## src/rtl/md_pkg.sv

```systemverilog
// Shared encodings, FSM states and a sign helper for the iterative
// multiply/divide unit.
package md_pkg;

  localparam int WIDTH = 32;
  localparam int CNT_W = $clog2(WIDTH);

  typedef enum logic [2:0] {
    MD_NONE  = 3'b000,
    MD_MULT  = 3'b001,
    MD_MULTU = 3'b010,
    MD_DIV   = 3'b011,
    MD_DIVU  = 3'b100,
    MD_MTHI  = 3'b101,
    MD_MTLO  = 3'b110,
    MD_RSVD  = 3'b111
  } md_op_e;

  typedef enum logic [1:0] {
    S_IDLE   = 2'd0,
    S_RUN    = 2'd1,
    S_FINISH = 2'd2
  } md_state_e;

  function automatic logic [WIDTH-1:0] cond_neg(input logic [WIDTH-1:0] v, input logic n);
    return n ? (~v + WIDTH'(1)) : v;
  endfunction

endpackage

```

## src/rtl/md_sign_cond.sv

```systemverilog
// Combinational sign conditioner: optional abs() of a signed operand and an
// optional two's-complement negate, applied as a single conditional negate.
module md_sign_cond #(
  parameter int W = 32
) (
  input  logic [W-1:0] val,
  input  logic         abs_en,
  input  logic         neg_en,
  output logic [W-1:0] res
);

  logic flip;

  assign flip = (abs_en & val[W-1]) ^ neg_en;
  assign res  = flip ? (~val + W'(1)) : val;

endmodule

```

## src/rtl/mult_div_unit.sv

```systemverilog
// Iterative multiply/divide unit owning HI/LO: one shift-add or restoring
// subtract step per cycle, with sign fix-up in a final cycle.
module mult_div_unit
  import md_pkg::*;
#(
  parameter int WIDTH = 32
) (
  input  logic             clk,
  input  logic             rst,
  input  logic [2:0]       md_op,
  input  logic [WIDTH-1:0] data1,
  input  logic [WIDTH-1:0] data2,
  input  logic             flush,
  output logic [WIDTH-1:0] hi,
  output logic [WIDTH-1:0] lo,
  output logic             busy,
  output logic             done
);

  localparam int CW = $clog2(WIDTH);
  localparam int AW = 2 * WIDTH + 1;

  md_state_e        state_q, state_d;
  logic [CW-1:0]    cnt_q, cnt_d;
  logic [AW-1:0]    acc_q, acc_d;
  logic [WIDTH-1:0] opnd_q, opnd_d;
  logic             is_div_q, is_div_d;
  logic             neg_res_q, neg_res_d;
  logic             neg_rem_q, neg_rem_d;
  logic             dzero_q, dzero_d;
  logic [WIDTH-1:0] hi_q, hi_d;
  logic [WIDTH-1:0] lo_q, lo_d;
  logic             busy_q, busy_d;
  logic             done_q, done_d;

  logic             signed_op;
  logic [WIDTH-1:0] mag_a, mag_b;
  logic [2*WIDTH-1:0] post_in, post_out;

  logic [WIDTH:0]   mul_sum;
  logic [AW-1:0]    div_shift;
  logic [WIDTH+1:0] div_diff;

  assign signed_op = (md_op == MD_MULT) || (md_op == MD_DIV);

  md_sign_cond #(.W(WIDTH)) u_pre_a (
    .val(data1), .abs_en(signed_op), .neg_en(1'b0), .res(mag_a)
  );

  md_sign_cond #(.W(WIDTH)) u_pre_b (
    .val(data2), .abs_en(signed_op), .neg_en(1'b0), .res(mag_b)
  );

  // Quotient is fed zero-extended so one wide negator serves both op kinds.
  assign post_in = is_div_q ? {{WIDTH{1'b0}}, acc_q[WIDTH-1:0]} : acc_q[2*WIDTH-1:0];

  md_sign_cond #(.W(2*WIDTH)) u_post (
    .val(post_in), .abs_en(1'b0), .neg_en(neg_res_q), .res(post_out)
  );

  always_comb begin
    mul_sum   = acc_q[0] ? ({1'b0, acc_q[2*WIDTH-1:WIDTH]} + {1'b0, opnd_q})
                         : {1'b0, acc_q[2*WIDTH-1:WIDTH]};
    div_shift = {acc_q[AW-2:0], 1'b0};
    div_diff  = {1'b0, div_shift[AW-1:WIDTH]} - {2'b00, opnd_q};
  end

  always_comb begin
    state_d   = state_q;
    cnt_d     = cnt_q;
    acc_d     = acc_q;
    opnd_d    = opnd_q;
    is_div_d  = is_div_q;
    neg_res_d = neg_res_q;
    neg_rem_d = neg_rem_q;
    dzero_d   = dzero_q;
    hi_d      = hi_q;
    lo_d      = lo_q;
    done_d    = 1'b0;

    case (state_q)
      S_IDLE: begin
        if (!flush) begin
          case (md_op_e'(md_op))
            MD_MTHI: hi_d = data1;
            MD_MTLO: lo_d = data1;
            MD_MULT, MD_MULTU, MD_DIV, MD_DIVU: begin
              is_div_d  = (md_op == MD_DIV) || (md_op == MD_DIVU);
              // Multiplier sits in the low half; dividend shifts out of it.
              acc_d     = {{(WIDTH+1){1'b0}}, is_div_d ? mag_a : mag_b};
              opnd_d    = is_div_d ? mag_b : mag_a;
              neg_res_d = signed_op & (data1[WIDTH-1] ^ data2[WIDTH-1]);
              neg_rem_d = signed_op & data1[WIDTH-1];
              dzero_d   = is_div_d && (data2 == '0);
              cnt_d     = CW'(WIDTH - 1);
              state_d   = S_RUN;
            end
            default: state_d = S_IDLE;
          endcase
        end else begin
          state_d = S_IDLE;
        end
      end
      S_RUN: begin
        if (flush) begin
          state_d = S_IDLE;
        end else begin
          if (is_div_q) begin
            acc_d = div_diff[WIDTH+1] ? div_shift
                                      : {div_diff[WIDTH:0], div_shift[WIDTH-1:1], 1'b1};
          end else begin
            acc_d = {1'b0, mul_sum, acc_q[WIDTH-1:1]};
          end
          if (cnt_q == '0) begin
            state_d = S_FINISH;
            done_d  = 1'b1;
          end else begin
            cnt_d = cnt_q - CW'(1);
          end
        end
      end
      S_FINISH: begin
        if (!flush) begin
          if (is_div_q) begin
            lo_d = dzero_q ? {WIDTH{1'b1}} : post_out[WIDTH-1:0];
            hi_d = cond_neg(acc_q[2*WIDTH-1:WIDTH], neg_rem_q);
          end else begin
            hi_d = post_out[2*WIDTH-1:WIDTH];
            lo_d = post_out[WIDTH-1:0];
          end
        end else begin
          hi_d = hi_q;
        end
        state_d = S_IDLE;
      end
      default: state_d = S_IDLE;
    endcase

    busy_d = (state_d != S_IDLE);
  end

  always_ff @(posedge clk) begin
    if (rst) begin
      state_q   <= S_IDLE;
      cnt_q     <= '0;
      acc_q     <= '0;
      opnd_q    <= '0;
      is_div_q  <= 1'b0;
      neg_res_q <= 1'b0;
      neg_rem_q <= 1'b0;
      dzero_q   <= 1'b0;
      hi_q      <= '0;
      lo_q      <= '0;
      busy_q    <= 1'b0;
      done_q    <= 1'b0;
    end else begin
      state_q   <= state_d;
      cnt_q     <= cnt_d;
      acc_q     <= acc_d;
      opnd_q    <= opnd_d;
      is_div_q  <= is_div_d;
      neg_res_q <= neg_res_d;
      neg_rem_q <= neg_rem_d;
      dzero_q   <= dzero_d;
      hi_q      <= hi_d;
      lo_q      <= lo_d;
      busy_q    <= busy_d;
      done_q    <= done_d;
    end
  end

  assign hi   = hi_q;
  assign lo   = lo_q;
  assign busy = busy_q;
  assign done = done_q;

endmodule

```

## config.mk

```make
export PLATFORM = sky130hd
export DESIGN_NAME = mult_div_unit
export DESIGN_NICKNAME = d
export VERILOG_FILES = /design/src/rtl/md_pkg.sv /design/src/rtl/md_sign_cond.sv /design/src/rtl/mult_div_unit.sv
export SDC_FILE = /design/constraint.sdc
export NUM_CORES = 1
export LEC_CHECK = 0
export ABC_AREA = 1
export CAP_MARGIN = 20
export CORE_MARGIN = 5
export CORE_UTILIZATION = 30
export DETAILED_ROUTE_END_ITERATION = 8
export HOLD_SLACK_MARGIN = 0.06
export PLACE_DENSITY = 0.56
export SYNTH_ARGS = -nofsm -noshare
export SYNTH_HDL_FRONTEND = slang
export SYNTH_SLANG_ARGS = --single-unit
```

## constraint.sdc

```tcl
create_clock -name clk -period 2.85 [get_ports clk]
set_input_delay 0.57 -clock clk [delete_from_list [all_inputs] [get_ports clk]]
set_output_delay 0.57 -clock clk [all_outputs]
set_load 0.02 [all_outputs]
```

==> impl_metrics.py, run 1 <==
metrics = {
    "outcome": {
        "status": "finished, final reports clean",
    },
    "floorplanning": {
        "coreArea_mm2": 0.0601,
        "fp.dieH_um": 256,
        "chipWidth_um": 256,
        "boundaryPins": 136,
        "start_util": 0.302,
        "placementRows": 90,
        "die_area_mm2": 0.0655,
    },
    "logic_synthesis": {
        "syn-num-nets": 3449,
        "synth-compound-area-share": 0.200,
        "synth_edf_count": 0,
        "synth_fa_ha_area_frac": 0.0498,
        "synthSimpleGateAreaFrac": 0.402,
        "synth_top_family_by_area": "simple AND/OR/NAND/NOR gates",
        "synth_ff_type": "dfxtp_1",
        "synthArstFlopShare": 0,
        "synthXorXnorAreaFrac": 0.0285,
        "synth_mux_area_frac": 0,
        "yosys.area.top_type": "nand2_1",
        "seq_area_frac_synth": 0.191,
        "synth.avg_cell_area_um2": 5.49,
        "synth.area.top_cells": "nand2_1 (19%), dfxtp_1 (19%), inv_1 (9.5%)",
        "ys_seq_elements": 173,
        "yosysUniqueCellTypes": 51,
        "yosysWarnings": 0,
        "synth.cell_area_mm2": 0.0181,
        "syn_inst": 3308,
        "synth_top_area_frac": 0.191,
    },
    "placed_design": {
        "dp_hpwl_mm": 74.3,
        "port_buffers": 135,
        "dp_cells": 4328,
        "dp_slack_ns": 0.0662,
        "gp_congestion": 1.01,
    },
    "timing": {
        "min_period_over_period": 0.944,
        "skew_ns": 0.0112,
        "setup_violations": 0,
        "worst_slack_ns": 0.159,
        "finalHoldViolCount": 0,
        "finalCriticalPeriod_ns": 2.69,
        "max_freq_mhz": 372,
        "worst_pin_slew_ns": 0.826,
        "drv_slew": 0,
        "slew_headroom": 0.449,
        "setup-tns-final_ns": 0,
        "rsz0062_at_grt": "false",
        "hold_ws_ns": 0.462,
    },
    "final_layout": {
        "final_cells": 4360,
        "diodes": 0,
        "area_growth_pct": 23.4,
        "fin_nets": 3706,
        "fillers": 6825,
        "drive_above_1_share": 0.0925,
    },
    "setup_path": {
        "crit_path_max_fanout": 16,
        "end_kind": "register",
        "worst_ep_required_time_ns": 3.27,
        "path_class": "reg2reg",
        "start_kind": "register",
        "critPathArrivalTime_ns": 3.11,
    },
    "clock_tree": {
        "ctsResizeCount": 0,
        "clk_pin_slew_ns": 0.07,
        "root_buffer": "clkbuf_16",
        "insertion_delay_ns": 0.50,
        "ctsHoldBuffers": 0,
        "cts_buffers": 17,
        "clock_sinks": 173,
        "post_cts_buffers": 0,
        "clk_path_buf_depth": 2,
        "cts.htree.levels": 4,
        "cts_tree": "done",
    },
    "global_route": {
        "antenna_found_initial": 0,
        "grt_max_degree": 75,
        "grt-ovfl-total": 0,
        "grt_pass1_wl_mm": 132,
        "grt_pass1_vias": 20400,
        "grt_usage": 0.262,
    },
    "power_and_ir_drop": {
        "power_leakage_nw": 10.9,
        "p_total_mw": 9.18,
        "powerDensity_mw_per_mm2": 410,
        "vdd_drop_max_v": 0.000537,
    },
    "drt": {
        "wl_mm": 89.7,
        "dr.pass1.iters": 6,
        "route.detailed.drc": 0,
        "ant_nets": 0,
        "viasPerCell": 5.29,
        "vias": 23100,
        "drt_iter0_drc": 2912,
        "wl_per_cell_um": 20.6,
    },
    "hold_path": {
        "hp-class": "reg2reg",
    },
    "job": {
        "cap_violations": 0,
    },
}
[critical path, stage by stage, from the launching register on]
cell and delay (ns):
dfxtp_1 0.41, inv_1 0.11, ha_1 0.38, nand2_1 0.15, nor2_1 0.17, nand3_1 0.11
nand3_1 0.17, nand2_1 0.11, nand2_2 0.11, nand2_4 0.08, nand2_8 0.16, buf_12 0.15
nand3_1 0.19, nand3_1 0.14, nand2_1 0.07, a21oi_1 0.12
[report_power, final]
| part | internal [mW] | total (mW) | switching [mW] |
|---|---|---|---|
| Clock | 1.34 | 2.52 | 1.18 |
| Combinational | 1.36 | 3.94 | 2.58 |
| Sequential | 2.56 | 2.72 | 0.166 |
| Total | 5.25 | 9.18 | 3.93 |
[worst paths after layout]
| check | startpoint | end | slack [ns] | cells past startpoint |
|---|---|---|---|---|
| setup / recovery | opnd_q[5]$_SDFFE_PP0P_ | acc_q[52]$_SDFFE_PP0P_ | 0.16 | 15 |
| hold / removal | cnt_q[0]$_SDFFE_PP0P_ | cnt_q[0]$_SDFFE_PP0P_ | 0.46 | 1 |
| setup reg to reg | opnd_q[5]$_SDFFE_PP0P_ | acc_q[52]$_SDFFE_PP0P_ | 0.16 | 15 |
| hold reg to reg | cnt_q[0]$_SDFFE_PP0P_ | cnt_q[0]$_SDFFE_PP0P_ | 0.46 | 1 |
[area by class of cell]
class                      instances  area (um^2)  share of cell area
sequential                       173         3470               0.155
multi-input combinational       2532        12400               0.552
clock inverter                    13          160             0.00715
timing repair buffer             361         3170               0.142
tap                              782          978              0.0437
clock buffer                      19          443              0.0198
inverter                         480         1800              0.0806
[flip-flops by register name, indices dropped and copies added (netlist names), 2 cells and up]
register  flops
opnd_q       32
cnt_q         5
hi           32
state_q       2
lo           32
acc_q        64
[placed cells by master, fill, tap and decap left out, drive strengths merged, types with 2 or more instances in the layout]
cell type / netlist / final
o21ai: 261 / 261
clkinv: 6 / 12
nand4: 47 / 47
a221oi: 2 / 2
nor2: 366 / 366
o211ai: 48 / 48
nand3: 309 / 309
o21a: 4 / 4
a211oi: 2 / 2
or2: 20 / 20
buf: 39 / 227
nand2: 933 / 933
o31ai: 4 / 4
a31oi: 27 / 27
o21bai: 9 / 9
bufinv: 0 / 2
clkbuf: 84 / 19
and2: 6 / 6
nand3b: 14 / 14
nor3: 33 / 33
inv: 474 / 478
ha: 69 / 69
a22oi: 3 / 3
a21o: 4 / 4
xor2: 50 / 50
fa: 2 / 2
clkdlybuf4s50: 0 / 134
nor4: 5 / 5
dfxtp: 173 / 173
a21oi: 300 / 300
xnor2: 9 / 9
[stage by stage]
step           utilization  instance area, um^2
2_1_floorplan            -                18100
3_3_place_gp         0.362                21800
3_5_place_dp         0.362                21800
4_1_cts              0.372                22400
5_1_grt              0.372                22400
6_report             0.372                22400
[synthesized netlist by cell type, types with 5 or more instances]
cell type / count
xor2_1: 50
buf_2: 22
o211ai_1: 45
a31oi_1: 27
nand3_1: 307
ha_1: 69
nor2_2: 7
xnor2_1: 9
clkbuf_1: 84
nor2_1: 357
nand2_2: 7
buf_1: 10
and2_1: 6
o21bai_1: 9
inv_1: 461
nand4_1: 47
dfxtp_1: 173
a21oi_1: 293
a21oi_2: 5
nand3b_1: 14
o21ai_0: 250
nand2_1: 923
nor3_1: 33
or2_2: 19
inv_2: 13
o21ai_1: 11
[kinds of logic (layout without fill, tap and decap cells)]
| logic type | count (synthesis) | count (layout) |
|---|---|---|
| DFF | 173 | 173 |
| adders and majority gates | 71 | 71 |
| AOI/OAI and AO/OA | 667 | 667 |
| buffers and inverters | 603 | 873 |
| and+or+nand+nor | 1735 | 1735 |
| xor gates and xnor gates | 59 | 59 |
[layer usage]
layer | GRT usage | share of wire | vias up
met2 | 0.395 | 0.42 | 1096
met4 | 0.0768 | 0.032 | 0
met5 | 0 | 0 | -
li1 | - | - | 11200
met1 | 0.384 | 0.46 | 10600
met3 | 0.0408 | 0.091 | 120
No activity file was read; power rests on OpenSTA's default activity.
==> run 2, diff against run 1 <==
--- a/config.mk
+++ b/config.mk
@@ -11,7 +11,7 @@
 export CORE_UTILIZATION = 30
 export DETAILED_ROUTE_END_ITERATION = 8
 export HOLD_SLACK_MARGIN = 0.06
-export PLACE_DENSITY = 0.56
+export PLACE_DENSITY = 0.55
 export SYNTH_ARGS = -nofsm -noshare
 export SYNTH_HDL_FRONTEND = slang
 export SYNTH_SLANG_ARGS = --single-unit
==> impl_metrics.py, run 2 (synthesis results as in run 1) <==
metrics = {
    "outcome": {
        "status": "finished, final reports clean",
    },
    "final_layout": {
        "largest_register_ffs": 64,
        "largest_register": "acc_q",
        "layout_commonest_cell": "nand2_1",
        "diodes": 0,
        "drive_above_1_share": 0.0936,
        "area_growth_pct": 23.7,
        "final_cell_mix": "nand2_1 (923), inv_1 (459), nor2_1 (355)",
        "fin_nets": 3707,
    },
    "power_and_ir_drop": {
        "p_int_mw": 5.38,
        "clock_power_share": 0.281,
        "p_total_mw": 9.37,
        "switching_power_mw": 3.99,
        "swShare": 0.426,
        "power_leakage_nw": 10.9,
        "combPwrFrac": 0.429,
        "p_seq_frac": 0.290,
        "powerDensity_mw_per_mm2": 417,
        "vdd_drop_max_v": 0.000342,
    },
    "timing": {
        "max_freq_mhz": 366,
        "slew_headroom": 0.401,
        "hold_ws_ns": 0.463,
        "rsz0062_at_grt": "false",
        "setup_violations": 0,
        "min_period_over_period": 0.959,
        "finalHoldViolCount": 0,
        "drv_slew": 0,
        "finalCriticalPeriod_ns": 2.73,
        "skew_ns": 0.0231,
        "worst_slack_ns": 0.117,
        "worst_pin_slew_ns": 0.899,
    },
    "setup_path": {
        "cp_cell_sequence": "inv_1 > ha_1 > nand2_1 > nor2_2 > inv_2 > nor2_1 > nand2_1 > nand2_2 > nand2_4 > nand2_8 > buf_12 > nand4_1 > nand3_1 > a21oi_1",
        "path_class": "reg2reg",
        "end_kind": "register",
        "critical-path-max-stage-delay_ns": 0.47,
        "path_delay_family": "simple AND/OR/NAND/NOR gates",
        "start_kind": "register",
        "critPathArrivalTime_ns": 3.07,
        "crit_path_max_fanout": 11,
        "path_common_cell": "nand2_1",
        "worst_ep_required_time_ns": 3.19,
        "critical_path_buf_inv_count": 3,
        "critPathSlowestCell": "dfxtp_1",
    },
    "drt": {
        "wl_per_cell_um": 21.2,
        "wl_mm": 92.5,
        "vias": 23000,
        "viasPerCell": 5.28,
        "dr.pass1.iters": 7,
        "ant_nets": 0,
        "route.detailed.drc": 0,
        "drt_iter0_drc": 3010,
    },
    "global_route": {
        "grt_pass1_vias": 20700,
        "grt_pass1_wl_mm": 135,
        "grt_max_degree": 122,
        "grt_usage": 0.270,
        "grt-ovfl-total": 0,
        "antenna_found_initial": 0,
    },
    "placed_design": {
        "gp_congestion": 1.04,
        "dp_hpwl_mm": 76.3,
        "port_buffers": 135,
        "dp_slack_ns": -0.0367,
    },
    "clock_tree": {
        "ctsHoldBuffers": 0,
        "clk_pin_slew_ns": 0.07,
        "clock_sinks": 173,
        "insertion_delay_ns": 0.50,
        "post_cts_buffers": 0,
        "cts.htree.levels": 4,
        "cts_buffers": 17,
        "cts_tree": "done",
        "clk_path_buf_depth": 2,
        "root_buffer": "clkbuf_16",
    },
    "floorplanning": {
        "boundaryPins": 136,
        "chipWidth_um": 256,
        "start_util": 0.302,
        "placementRows": 90,
        "fp.dieH_um": 256,
        "die_area_mm2": 0.0655,
        "coreArea_mm2": 0.0601,
    },
    "hold_path": {
        "hp-class": "reg2reg",
    },
    "job": {
        "cap_violations": 0,
    },
}
-- run 2: layout make-up --
type	instances	area, um^2
Fill cell	6791	37700
Inverter	480	1800
Multi-Input combinational cell	2532	12400
Timing Repair Buffer	362	3200
Clock inverter	13	179
Tap cell	782	978
Clock buffer	19	453
Sequential cell	173	3470
-- run 2: worst paths after layout --
kind                          start                endpoint  slack [ns]  depth (start not counted)
max          opnd_q[9]$_SDFFE_PP0P_  acc_q[42]$_SDFFE_PP0P_        0.12                         14
min           cnt_q[0]$_SDFFE_PP0P_   cnt_q[0]$_SDFFE_PP0P_        0.46                          1
max reg2reg  opnd_q[9]$_SDFFE_PP0P_  acc_q[42]$_SDFFE_PP0P_        0.12                         14
min reg2reg   cnt_q[0]$_SDFFE_PP0P_   cnt_q[0]$_SDFFE_PP0P_        0.46                          1
-- run 2: power by group through the flow --
stage / Sequential [mW] / Clock, mW / Combinational (mW)
2_1_floorplan: 2.74 / 0 / 2.28
3_3_place_gp: 2.76 / 0 / 3.90
3_5_place_dp: 2.76 / 0 / 3.89
4_1_cts: 2.71 / 2.66 / 3.91
5_1_grt: 2.73 / 2.77 / 4.35
6_report: 2.72 / 2.64 / 4.01
-- run 2: stage by stage --
stage | util | cell area, um^2 | setup TNS [ns] | cells
3_3_place_gp | 0.363 | 21800 | -0.0552 | 4329
2_1_floorplan | - | 18100 | 0 | 3308
3_5_place_dp | 0.363 | 21800 | -0.0450 | 4329
6_report | 0.373 | 22500 | 0 | 4361
5_1_grt | 0.373 | 22500 | 0 | 4361
4_1_cts | 0.373 | 22400 | 0 | 4361
-- run 2: repair_timing --
action,4_1_cts,5_1_grt
hold endpoints to repair,0,0
setup endpoints to repair,0,2
resized for setup,0,2
-- run 2: per-layer routing --
metal,vias up,GRT usage,share of wire
met5,-,0,0
met4,0,0.0984,0.040
met3,131,0.0516,0.087
met2,1101,0.402,0.42
met1,10600,0.388,0.45
li1,11200,-,-
